--- config.mk ---
export PLATFORM = sky130hd
export DESIGN_NAME = udm_seq_16x16
export DESIGN_NICKNAME = d
export VERILOG_FILES = /design/src/rtl/udm_seq_16x16.sv
export SDC_FILE = /design/constraint.sdc
export NUM_CORES = 1
export LEC_CHECK = 0
export ABC_AREA = 1
export CAP_MARGIN = 0
export CORE_ASPECT_RATIO = 1.2
export CORE_MARGIN = 3
export CORE_UTILIZATION = 59
export CTS_CLUSTER_DIAMETER = 100
export DETAILED_ROUTE_END_ITERATION = 7
export GPL_ROUTABILITY_DRIVEN = 0
export MAX_ROUTING_LAYER = met4
export PLACE_DENSITY = 0.86
export SYNTH_ARGS = -nofsm -noshare
export SYNTH_HDL_FRONTEND = slang
export SYNTH_SLANG_ARGS = --single-unit
export TNS_END_PERCENT = 30
--- constraint.sdc ---
create_clock -name clk -period 7.9 [get_ports clk]
set_input_delay 1.58 -clock clk [delete_from_list [all_inputs] [get_ports clk]]
set_output_delay 1.58 -clock clk [all_outputs]
set_load 0.1 [all_outputs]
--- src/rtl/udm_seq_16x16.sv ---
// Sequential 16x16 unsigned multiplier built from one shared 8x8 multiplier stepped over four partial products.
// Optional macro UDM_SEQ_ZERO_SKIP_EN: a zero operand skips the MUL steps and completes one edge after acceptance.

module udm_8x8 (
    input  logic [7:0]  x,
    input  logic [7:0]  y,
    output logic [15:0] p
);
    assign p = x * y;
endmodule

module udm_seq_16x16 #(
    parameter int WIDTH = 16
) (
    input  logic               clk,
    input  logic               rst_n,
    input  logic               in_valid,
    output logic               in_ready,
    input  logic [WIDTH-1:0]   a,
    input  logic [WIDTH-1:0]   b,
    output logic               out_valid,
    input  logic               out_ready,
    output logic [2*WIDTH-1:0] z,
    output logic               busy
);
    // Handshakes: a transfer happens on a rising edge where valid and ready are both high.
    // in_ready is high only in IDLE; out_valid/z are held in DONE until out_ready is seen.

    typedef enum logic [1:0] {IDLE, MUL, DONE} state_t;

    state_t             state;
    logic [1:0]         step;
    logic [WIDTH-1:0]   a_q;
    logic [WIDTH-1:0]   b_q;
    logic [2*WIDTH-1:0] acc;
    logic [7:0]         mul_x;
    logic [7:0]         mul_y;
    logic [15:0]        pp;
    logic [2*WIDTH-1:0] pp_shifted;

    // step0 AL*BL, step1 AH*BL, step2 AL*BH, step3 AH*BH
    always_comb begin
        mul_x = a_q[7:0];
        mul_y = b_q[7:0];
        case (step)
            2'd1: mul_x = a_q[15:8];
            2'd2: mul_y = b_q[15:8];
            2'd3: begin
                mul_x = a_q[15:8];
                mul_y = b_q[15:8];
            end
            default: ;
        endcase
    end

    udm_8x8 u_mul (
        .x (mul_x),
        .y (mul_y),
        .p (pp)
    );

    always_comb begin
        pp_shifted = {16'd0, pp};
        case (step)
            2'd1, 2'd2: pp_shifted = {8'd0, pp, 8'd0};
            2'd3:       pp_shifted = {pp, 16'd0};
            default: ;
        endcase
    end

    always_ff @(posedge clk or negedge rst_n) begin
        if (!rst_n) begin
            state     <= IDLE;
            step      <= 2'd0;
            a_q       <= '0;
            b_q       <= '0;
            acc       <= '0;
            out_valid <= 1'b0;
        end else begin
            case (state)
                IDLE: begin
                    if (in_valid) begin
                        a_q  <= a;
                        b_q  <= b;
                        acc  <= '0;
                        step <= 2'd0;
`ifdef UDM_SEQ_ZERO_SKIP_EN
                        if (a == '0 || b == '0) begin
                            state     <= DONE;
                            out_valid <= 1'b1;
                        end else begin
                            state <= MUL;
                        end
`else
                        state <= MUL;
`endif
                    end
                end
                MUL: begin
                    acc  <= acc + pp_shifted;
                    step <= step + 2'd1;
                    if (step == 2'd3) begin
                        state     <= DONE;
                        out_valid <= 1'b1;
                    end
                end
                DONE: begin
                    if (out_ready) begin
                        state     <= IDLE;
                        out_valid <= 1'b0;
                    end
                end
                default: begin
                    state     <= IDLE;
                    out_valid <= 1'b0;
                end
            endcase
        end
    end

    assign in_ready = (state == IDLE);
    assign busy     = (state != IDLE);
    assign z        = acc;

endmodule

After elaboration in Yosys (flattened, before gate mapping)
Cells that the tools add are included.
{"block": "word_totals", "wordCells": 42, "register_bits": 69}
{"block": "op_classes", "eq_ne": 8, "add_sub_neg": 2, "n_mul": 1, "mux": 14, "n_bitwise": 1, "reduce_logical": 10}
{"operator": "$pmux 32 s2", "count": 2}
{"operator": "$add 32x32->32", "count": 1}
{"operator": "$mux 32", "count": 1}
{"operator": "$mul 8x8->16", "count": 1}
{"operator": "$mux 8", "count": 2}
{"operator": "$mux 2", "count": 4}
{"operator": "$eq 2x2->1 const B", "count": 3}
{"operator": "$ne 2x2->1 const B", "count": 3}
{"operator": "$pmux 2 s3", "count": 1}
{"operator": "$reduce_and 3->1", "count": 2}
{"operator": "$reduce_or 2->1", "count": 3}
{"operator": "$eq 2x1->1 const B", "count": 2}
{"operator": "$pmux 2 s2", "count": 1}
{"operator": "$reduce_and 2->1", "count": 2}
{"operator": "$reduce_bool 2->1", "count": 2}
{"operator": "$pmux 1 s3", "count": 1}
{"operator": "$add 2x1->2 const B", "count": 1}
{"operator": "$logic_not 2->1", "count": 1}
{"operator": "$mux 1", "count": 2}
{"operator": "$not 1->1", "count": 1}

Depth between registers and ports, before layout
Gate-level depths: netlist of run 1.
{"block": "depth", "ltp_word": 7, "mapped_depth": 40, "depth_no_buf": 39}

Cells and area by module
A second synthesis of run 1 with hierarchy kept.
{"block": "hier_totals", "cells_unflattened": 1245, "hier_area_um2": 7920.1}
{"module": "udm_seq_16x16", "area_per_inst_um2": 5521.5, "cells_per_inst": 870, "instances": 1}
{"module": "udm_8x8", "area_per_inst_um2": 2398.6, "cells_per_inst": 375, "instances": 1}

Worst setup path before layout of run 1
Ideal clock, no wire load.
{"block": "synth_path", "kind": "register -> register", "from": "register step[0]", "to": "register acc[25] (netlist: z[25])", "arrival_time_ns": 5.945, "setup_slack_ns": 1.835, "synth_period_minus_slack_ns": 6.065, "t_required_ns": 7.780, "path_buffers": 1, "stages_incl_launch_ff": 33, "setup_time_ns": 0.120, "path_cell_list": "dfrtp_1 inv_1 ha_1 nor2_2 buf_2 nand2_1 o21ai_0 nand2_1 fa_1 fa_1 inv_1 fa_1 inv_1 fa_1 inv_1 ha_1 a21o_1 a21boi_1 nand2_1 nand2_1 nand2_1 xnor2_1 o22ai_1 ha_1 nand2_2 nor2_2 inv_1 nor4_1 nand2_1 nand3_1 nand2_1 nand3_1 nand2_1"}
{"block": "synth_between", "elab_chain_cells": 7, "elab_cells_between_ends": 12, "cone_classes": "add/sub: 1; mul: 1; eq/ne: 3; mux: 4; reduce/logical: 3"}
{"item": "start: declaration", "line_no": "32", "text": "logic [1:0] step;"}
{"item": "start signal: assignment", "line_no": "101", "text": "step <= step + 2'd1;"}
{"item": "$eq 2x2->1 / $eq 2x1->1 (equally long branches)", "line_no": "45, 64"}
{"item": "$reduce_or 2->1 (no source line)"}
{"item": "$mux 8", "line_no": "45", "text": "case (step)"}
{"item": "$mul 8x8->16", "line_no": "9", "text": "assign p = x * y;"}
{"item": "$pmux 32 s2 *", "line_no": "64", "text": "case (step)"}
{"item": "$add 32x32->32 *", "line_no": "100", "text": "acc <= acc + pp_shifted;"}
{"item": "$pmux 32 s2 *", "line_no": "80", "text": "case (state)"}
{"item": "end signal: assignment", "line_no": "100"}
{"item": "end: declaration", "line_no": "35", "text": "logic [2*WIDTH-1:0] acc;"}
Every way passes the cells marked *; elsewhere a longest branch is shown, timed or not.
A chain may end at the register's enable or synchronous reset.

Worst setup path after layout of run 1
{"block": "layout_path", "from": "register step[0]", "to": "register acc[31] (netlist: z[31])"}
Same word-level chain as after synthesis.

==> results.cfg, run 1 <==
[status]
status = completed

[clock_tree]
clk_pin_slew_worst_paths_ps = 70
numCtsBuffers = 9
clk-insertion-delay-late_ps = 350
h-tree-depth = 3
ctsResizeCount = 0
cts_tree = built
cts_hold_buf = 0
postCtsSetupBuffers = 0
cts_root_buffer = clkbuf_16
cts_sinks = 69
cts_buffer_depth = 2

[synthesis]
yosysWarningCount = 0
synthTopCellsByArea = dfrtp_1 (25%), nand2_1 (15%), ha_1 (13%)
async_reset_ff_frac = 1.00
yosysUniqueCellTypes = 39
synth_area_leader_cell = dfrtp_1
syn_avg_cell_area_um2 = 7.04
ys_ff_latch = 69
synth_fp_nets = 1137
yosys.area.top_type_share = 0.247
synth_edf_count = 0
synthCells = 993
syn_area_mm2 = 0.00699
synth_seq_area_share = 0.247
synth_flop_cell = dfrtp_1

[critical_path]
end_kind = flop
worst-path-max-fanout = 15
r2r_cells = 31
cp_top_family = adder cells
cp-startpoint = step[0]$_DFFE_PN0P_
cp_num_buf_inv = 4
critical_path_depth = 31
endpoint = z[31]$_DFFE_PN0P_
path_class = reg2reg
cpMostUsedCell = nand2_1
r2r_slack_ps = 450
crit_required_ps = 8130
slowest_delay_ps = 560
r2r-start = step[0]$_DFFE_PN0P_
startpoint_type = flop
reg2reg_to = z[31]$_DFFE_PN0P_
worstPathArrival_ps = 7680
cpMaxStageDelayCell = fa_1

[timing]
finalSetupTns_ps = 0
finalCriticalPeriod_ps = 7450
relSlewSlack = 0.343
fin_crit_sh = 0.943
hold_slack_ps = 480
setup_violations = 0
slew_violations = 0
rsz0062_at_grt = no
hold_viol = 0
finClkSkew_ps = 12.0
tightest_slew_ps = 983
fmax_mhz = 134

[drt]
vias = 6865
ant_nets = 0
wirelength_mm = 19.1
drtIter0Drc = 398
wl_per_cell_um = 15.6
drc = 0
dr.pass1.iters = 5
vias_per_cell = 5.63

[floorplan]
dieArea_mm2 = 0.0132
num_io_pins = 71
rows = 42
die_w_um = 105
core_mm2 = 0.0113
fp.dieH_um = 125
start_util = 0.619

[finish]
multi_input_area_mm2 = 0.00462
final_common_cell = nand2_1
ff_latch_area_mm2 = 0.00173
layout_common_cells = nand2_1 (284), inv_1 (146), nor2_1 (114), ha_1 (71)
insertedDiodeCount = 0
drive_above_1_share = 0.0450
area_delta_synth_final_pct = 16.9
postLayoutCellArea_mm2 = 0.00818
nFillCells = 885
fin_nets = 1205

[global_route]
antenna_found_initial = 0
grt_pass1_wl_mm = 32.1
grt_pass1_vias = 6895
grt_start_max_net_pins = 70
grt.total_usage = 0.308
grt_overflow_total = 0

[min_path]
min_from = a_q[2]$_DFFE_PN0P_
hp-class = reg2reg

[placement]
portBuffers = 70
dpl_cell_area_mm2 = 0.00782
dp_hpwl_mm = 14.6

[run]
drv_cap = 0
metal layers:
metal | vias to the layer above | track usage | share of wire
met2 | 283 | 0.532 | 0.50
met1 | 3164 | 0.339 | 0.38
met3 | 105 | 0.0407 | 0.055
li1 | 3313 | - | -
met4 | 0 | 0.178 | 0.062
met5 | - | - | 0
cells in the mapped netlist, types with 6 or more instances:
library cell,n
a21oi_1,47
clkbuf_1,7
dfrtp_1,69
fa_1,37
ha_1,71
inv_1,146
nand2_1,284
nand2_2,9
nand3_1,38
nand4_1,6
nor2_1,114
o21ai_0,62
o21ai_1,11
o21bai_1,6
o22ai_1,17
xnor2_1,12
logic make-up after synthesis:
group	share of synthesized area
XOR/XNOR	0.0188
multiplexers	0.00143
AO/OA/AOI/OAI	0.133
flip-flops	0.247
adder cells (fa/ha/maj)	0.233
AND/OR/NAND/NOR	0.274
buffers and inverters	0.0927
cell type report:
type / count / area share
sequential: 69 / 0.211
multi-input combinational: 758 / 0.565
inverter: 149 / 0.0684
clock buffer: 10 / 0.0292
timing repair buffer: 74 / 0.0887
clock inverter: 6 / 0.0142
tap: 154 / 0.0236
sequential cells by signal, indices dropped and copies added (netlist names):
register / cells
z: 32
a_q: 16
b_q: 16
state: 2
step: 2
out_valid: 1
worst min-delay path by stage:
stage / cells after the start / end
2_1_floorplan: 2 / b_q[9]$_DFFE_PN0P_
3_3_place_gp: 2 / b_q[1]$_DFFE_PN0P_
3_5_place_dp: 2 / b_q[6]$_DFFE_PN0P_
4_1_cts: 2 / a_q[2]$_DFFE_PN0P_
5_1_grt: 2 / b_q[0]$_DFFE_PN0P_
6_report: 2 / a_q[2]$_DFFE_PN0P_
through the flow:
| step | instances | utilization | worst slack [ps] |
|---|---|---|---|
| 4_1_cts | 1220 | 0.724 | 580 |
| 5_1_grt | 1220 | 0.724 | 27.6 |
| 3_5_place_dp | 1204 | 0.692 | 735 |
| 2_1_floorplan | 993 | - | 1840 |
| 3_3_place_gp | 1204 | 0.692 | 936 |
| 6_report | 1220 | 0.724 | 447 |
worst min-delay path: cells and delay by family, from the launching register on:
family	cells	cell delay [ps]
simple gates	2	110
flops	1	340
Power of run 1 is not shown: default switching activity piles up to over one toggle a cycle in this logic, so the estimate is an artifact.
==> inputs of run 2 (changes only) <==
--- a/config.mk
+++ b/config.mk
@@ -8,7 +8,7 @@
 export ABC_AREA = 1
 export CAP_MARGIN = 0
 export CORE_ASPECT_RATIO = 1.2
-export CORE_MARGIN = 3
+export CORE_MARGIN = 5
 export CORE_UTILIZATION = 59
 export CTS_CLUSTER_DIAMETER = 100
 export DETAILED_ROUTE_END_ITERATION = 7
==> results.cfg, run 2 (synthesis results as in run 1) <==
[critical_path]
cpMaxStageDelayCell = fa_1
startpoint_type = flop
slowest_delay_ps = 540
r2r_slack_ps = 600
cpMostUsedCell = nand2_1
worstPathArrival_ps = 7530
path_class = reg2reg
crit_required_ps = 8130
end_kind = flop
worst-path-max-fanout = 15

[timing]
tightest_slew_ps = 984
relSlewSlack = 0.342
finalSetupTns_ps = 0
setup_violations = 0
fin_crit_sh = 0.924
fmax_mhz = 137
rsz0062_at_grt = no
hold_viol = 0
slew_violations = 0
finalCriticalPeriod_ps = 7300
layout_setup_ws_ps = 598
finClkSkew_ps = 10.1

[placement]
dp_worst_setup_slack_ps = 606
portBuffers = 70
dp_hpwl_mm = 14.7

[clock_tree]
cts_tree = built
cts_buffer_depth = 2
clk-insertion-delay-late_ps = 340
cts_root_buffer = clkbuf_16
clk_pin_slew_worst_paths_ps = 70
numCtsBuffers = 9
cts_sinks = 69
h-tree-depth = 3

[finish]
layout_common_cells = nand2_1 (284), inv_1 (146), nor2_1 (113), ha_1 (71)
area_delta_synth_final_pct = 15.9
largest_register_ffs = 32
fin_nets = 1204
fin_util = 0.701
drive_above_1_share = 0.0451
insertedDiodeCount = 0
final_common_cell = nand2_1
nFillCells = 942

[drt]
drc = 0
vias = 6844
ant_nets = 0
vias_per_cell = 5.60
dr.pass1.iters = 5
wl_per_cell_um = 15.4
wirelength_mm = 18.8
drtIter0Drc = 439

[floorplan]
start_util = 0.605
dieArea_mm2 = 0.0141
fp.dieH_um = 129
core_mm2 = 0.0116
die_w_um = 109
rows = 43
num_io_pins = 71

[global_route]
grt_overflow_total = 0
grt.total_usage = 0.290
antenna_found_initial = 0
grt_pass1_wl_mm = 31.4
grt_pass1_vias = 6887
grt_start_max_net_pins = 70

[run]
drv_cap = 0

[status]
status = completed

[min_path]
hp-class = reg2reg
run 2: cell type report:
cell class | count | area (um2) | area share
Sequential cell | 69 | 1730 | 0.213
Clock inverter | 7 | 58.8 | 0.00725
Inverter | 149 | 559 | 0.0690
Multi-Input combinational cell | 758 | 4620 | 0.570
Tap cell | 157 | 196 | 0.0242
Timing Repair Buffer | 73 | 718 | 0.0886
Clock buffer | 9 | 225 | 0.0278
run 2: timing repair:
action,4_1_cts,5_1_grt
setup buffers,0,0
hold buffers,0,0
resized for setup,0,1
endpoints found under the setup margin,0,3
run 2: worst paths after layout:
check,from,end,cells past startpoint
worst min register to register,b_q[2]$_DFFE_PN0P_,b_q[2]$_DFFE_PN0P_,2
worst max register to register,step[0]$_DFFE_PN0P_,z[31]$_DFFE_PN0P_,31
max in group asynchronous,rst_n,z[28]$_DFFE_PN0P_,2
min in group asynchronous,rst_n,b_q[4]$_DFFE_PN0P_,2
worst min-delay path,b_q[2]$_DFFE_PN0P_,b_q[2]$_DFFE_PN0P_,2
worst max-delay path,step[0]$_DFFE_PN0P_,z[31]$_DFFE_PN0P_,31
run 2: critical path: cells and delay by family, from the launching register on:
kind | cells | cell delay (ps)
AOI/OAI and AO/OA | 6 | 1280
xor gates and xnor gates | 1 | 360
buffers and inverters | 4 | 240
DFF | 1 | 400
adders and majority gates | 7 | 3150
and+or+nand+nor | 13 | 1760
run 2: per-stage QoR:
stage               hold WS (ps)  std cells  area, um2
global placement             463       1206       7820
finish                       483       1222       8110
floorplan                    448        993       6990
global route                 489       1222       8110
CTS                          485       1222       8100
detailed placement           469       1206       7820
run 2: metal layers:
layer,vias up,global-route usage,part of all wire
met5,-,-,0
met3,104,0.0384,0.059
li1,3304,-,-
met4,0,0.169,0.065
met2,312,0.496,0.49
met1,3124,0.320,0.38
Power of run 2 is left out for the same reason.
==> inputs of run 3 (changes only) <==
--- a/config.mk
+++ b/config.mk
@@ -6,9 +6,9 @@
 export NUM_CORES = 1
 export LEC_CHECK = 0
 export ABC_AREA = 1
-export CAP_MARGIN = 0
+export CAP_MARGIN = 40
 export CORE_ASPECT_RATIO = 1.2
-export CORE_MARGIN = 5
+export CORE_MARGIN = 4
 export CORE_UTILIZATION = 59
 export CTS_CLUSTER_DIAMETER = 100
 export DETAILED_ROUTE_END_ITERATION = 7
==> results.cfg, run 3 (synthesis results as in run 1) <==
[status]
status = completed

[placement]
dp_hpwl_mm = 15.7
portBuffers = 70
dpl_cell_area_mm2 = 0.00838
dp_cells = 1243

[finish]
ff_latch_area_mm2 = 0.00173
drive_above_1_share = 0.0762
area_delta_synth_final_pct = 24.2
insertedDiodeCount = 0
final_cells = 1259
layout_common_cells = nand2_1 (284), inv_1 (146), nor2_1 (114), ha_1 (71)
nFillCells = 856
final_common_cell = nand2_1
fin_nets = 1241
postLayoutCellArea_mm2 = 0.00869
multi_input_area_mm2 = 0.00462
largest_register_ffs = 32

[global_route]
grt_overflow_total = 0
antenna_found_initial = 0
grt.total_usage = 0.322
grt_pass1_wl_mm = 34.3
grt_start_max_net_pins = 53
grt_pass1_vias = 7461

[timing]
relSlewSlack = 0.415
fin_crit_sh = 0.929
slew_violations = 0
setup_violations = 0
finalSetupTns_ps = 0
hold_viol = 0
finClkSkew_ps = 12.9
finalCriticalPeriod_ps = 7340
rsz0062_at_grt = no
tightest_slew_ps = 877
fmax_mhz = 136

[drt]
drc = 0
vias_per_cell = 5.66
wl_per_cell_um = 16.0
ant_nets = 0
drtIter0Drc = 437
dr.pass1.iters = 6
wirelength_mm = 20.1
vias = 7128

[clock_tree]
ctsResizeCount = 0
numCtsBuffers = 9
cts_root_buffer = clkbuf_16
postCtsSetupBuffers = 0
cts_buffer_depth = 2
cts_hold_buf = 0
cts_sinks = 69
cts_tree = built
clk_pin_slew_worst_paths_ps = 60
h-tree-depth = 3
clk-insertion-delay-late_ps = 360

[min_path]
min_from = b_q[5]$_DFFE_PN0P_
hp-class = reg2reg

[floorplan]
core_mm2 = 0.0116
num_io_pins = 71
rows = 43
fp.dieH_um = 127
dieArea_mm2 = 0.0137
die_w_um = 107
start_util = 0.605

[critical_path]
cpMostUsedCell = nand2_1
r2r-start = step[0]$_DFFE_PN0P_
startpoint_type = flop
slowest_delay_ps = 550
path_class = reg2reg
end_kind = flop
worst-path-max-fanout = 15
crit_required_ps = 8140
cp-startpoint = step[0]$_DFFE_PN0P_
cpMaxStageDelayCell = fa_1
worstPathArrival_ps = 7580

[run]
drv_cap = 0
-- run 3: cell types whose count changed in the layout (fill, tap and decap cells not counted), sizes merged --
cell    previous run  this run
bufinv             0         1
clkinv             4         2
buf                4        41
inv              151       152
-- run 3: final timing paths --
kind | slack (ps) | end | cells after the start
setup / recovery | 560 | z[23]$_DFFE_PN0P_ | 31
hold / removal | 480 | b_q[5]$_DFFE_PN0P_ | 2
setup reg to reg | 560 | z[23]$_DFFE_PN0P_ | 31
hold reg to reg | 480 | b_q[5]$_DFFE_PN0P_ | 2
max in group asynchronous | 6170 | z[22]$_DFFE_PN0P_ | 3
min in group asynchronous | 1170 | b_q[11]$_DFFE_PN0P_ | 2
-- run 3: final cells by class --
class,instances,share of cell area
tap,157,0.0226
clock buffer,9,0.0259
sequential,69,0.199
multi-input combinational,758,0.532
clock inverter,7,0.00922
inverter,149,0.0644
timing repair buffer,110,0.147
-- run 3: layer usage --
layer	GRT usage	up-vias	wire length [um]
met5	-	-	0
met4	0.188	0	1330
met3	0.0662	124	1220
met2	0.555	330	10200
met1	0.339	3294	7380
li1	-	3380	-
-- run 3: worst max-delay path, delay by kind of cell (launching register included) --
| kind | cells | cell delay [ps] |
|---|---|---|
| flip-flops | 1 | 420 |
| AND/OR/NAND/NOR | 12 | 1720 |
| AO/OA/AOI/OAI | 7 | 1280 |
| XOR/XNOR | 1 | 350 |
| buffers and inverters | 4 | 400 |
| adder cells (fa/ha/maj) | 7 | 3040 |
-- run 3: stage by stage --
step | util | worst slack [ps] | hold WS (ps)
final | 0.751 | 561 | 483
after global routing | 0.751 | 14.2 | 505
after CTS | 0.751 | 679 | 483
after detailed placement | 0.725 | 735 | 466
after global placement | 0.677 | 940 | 464
after floorplan | - | 1840 | 448
Power of run 3 is left out for the same reason.
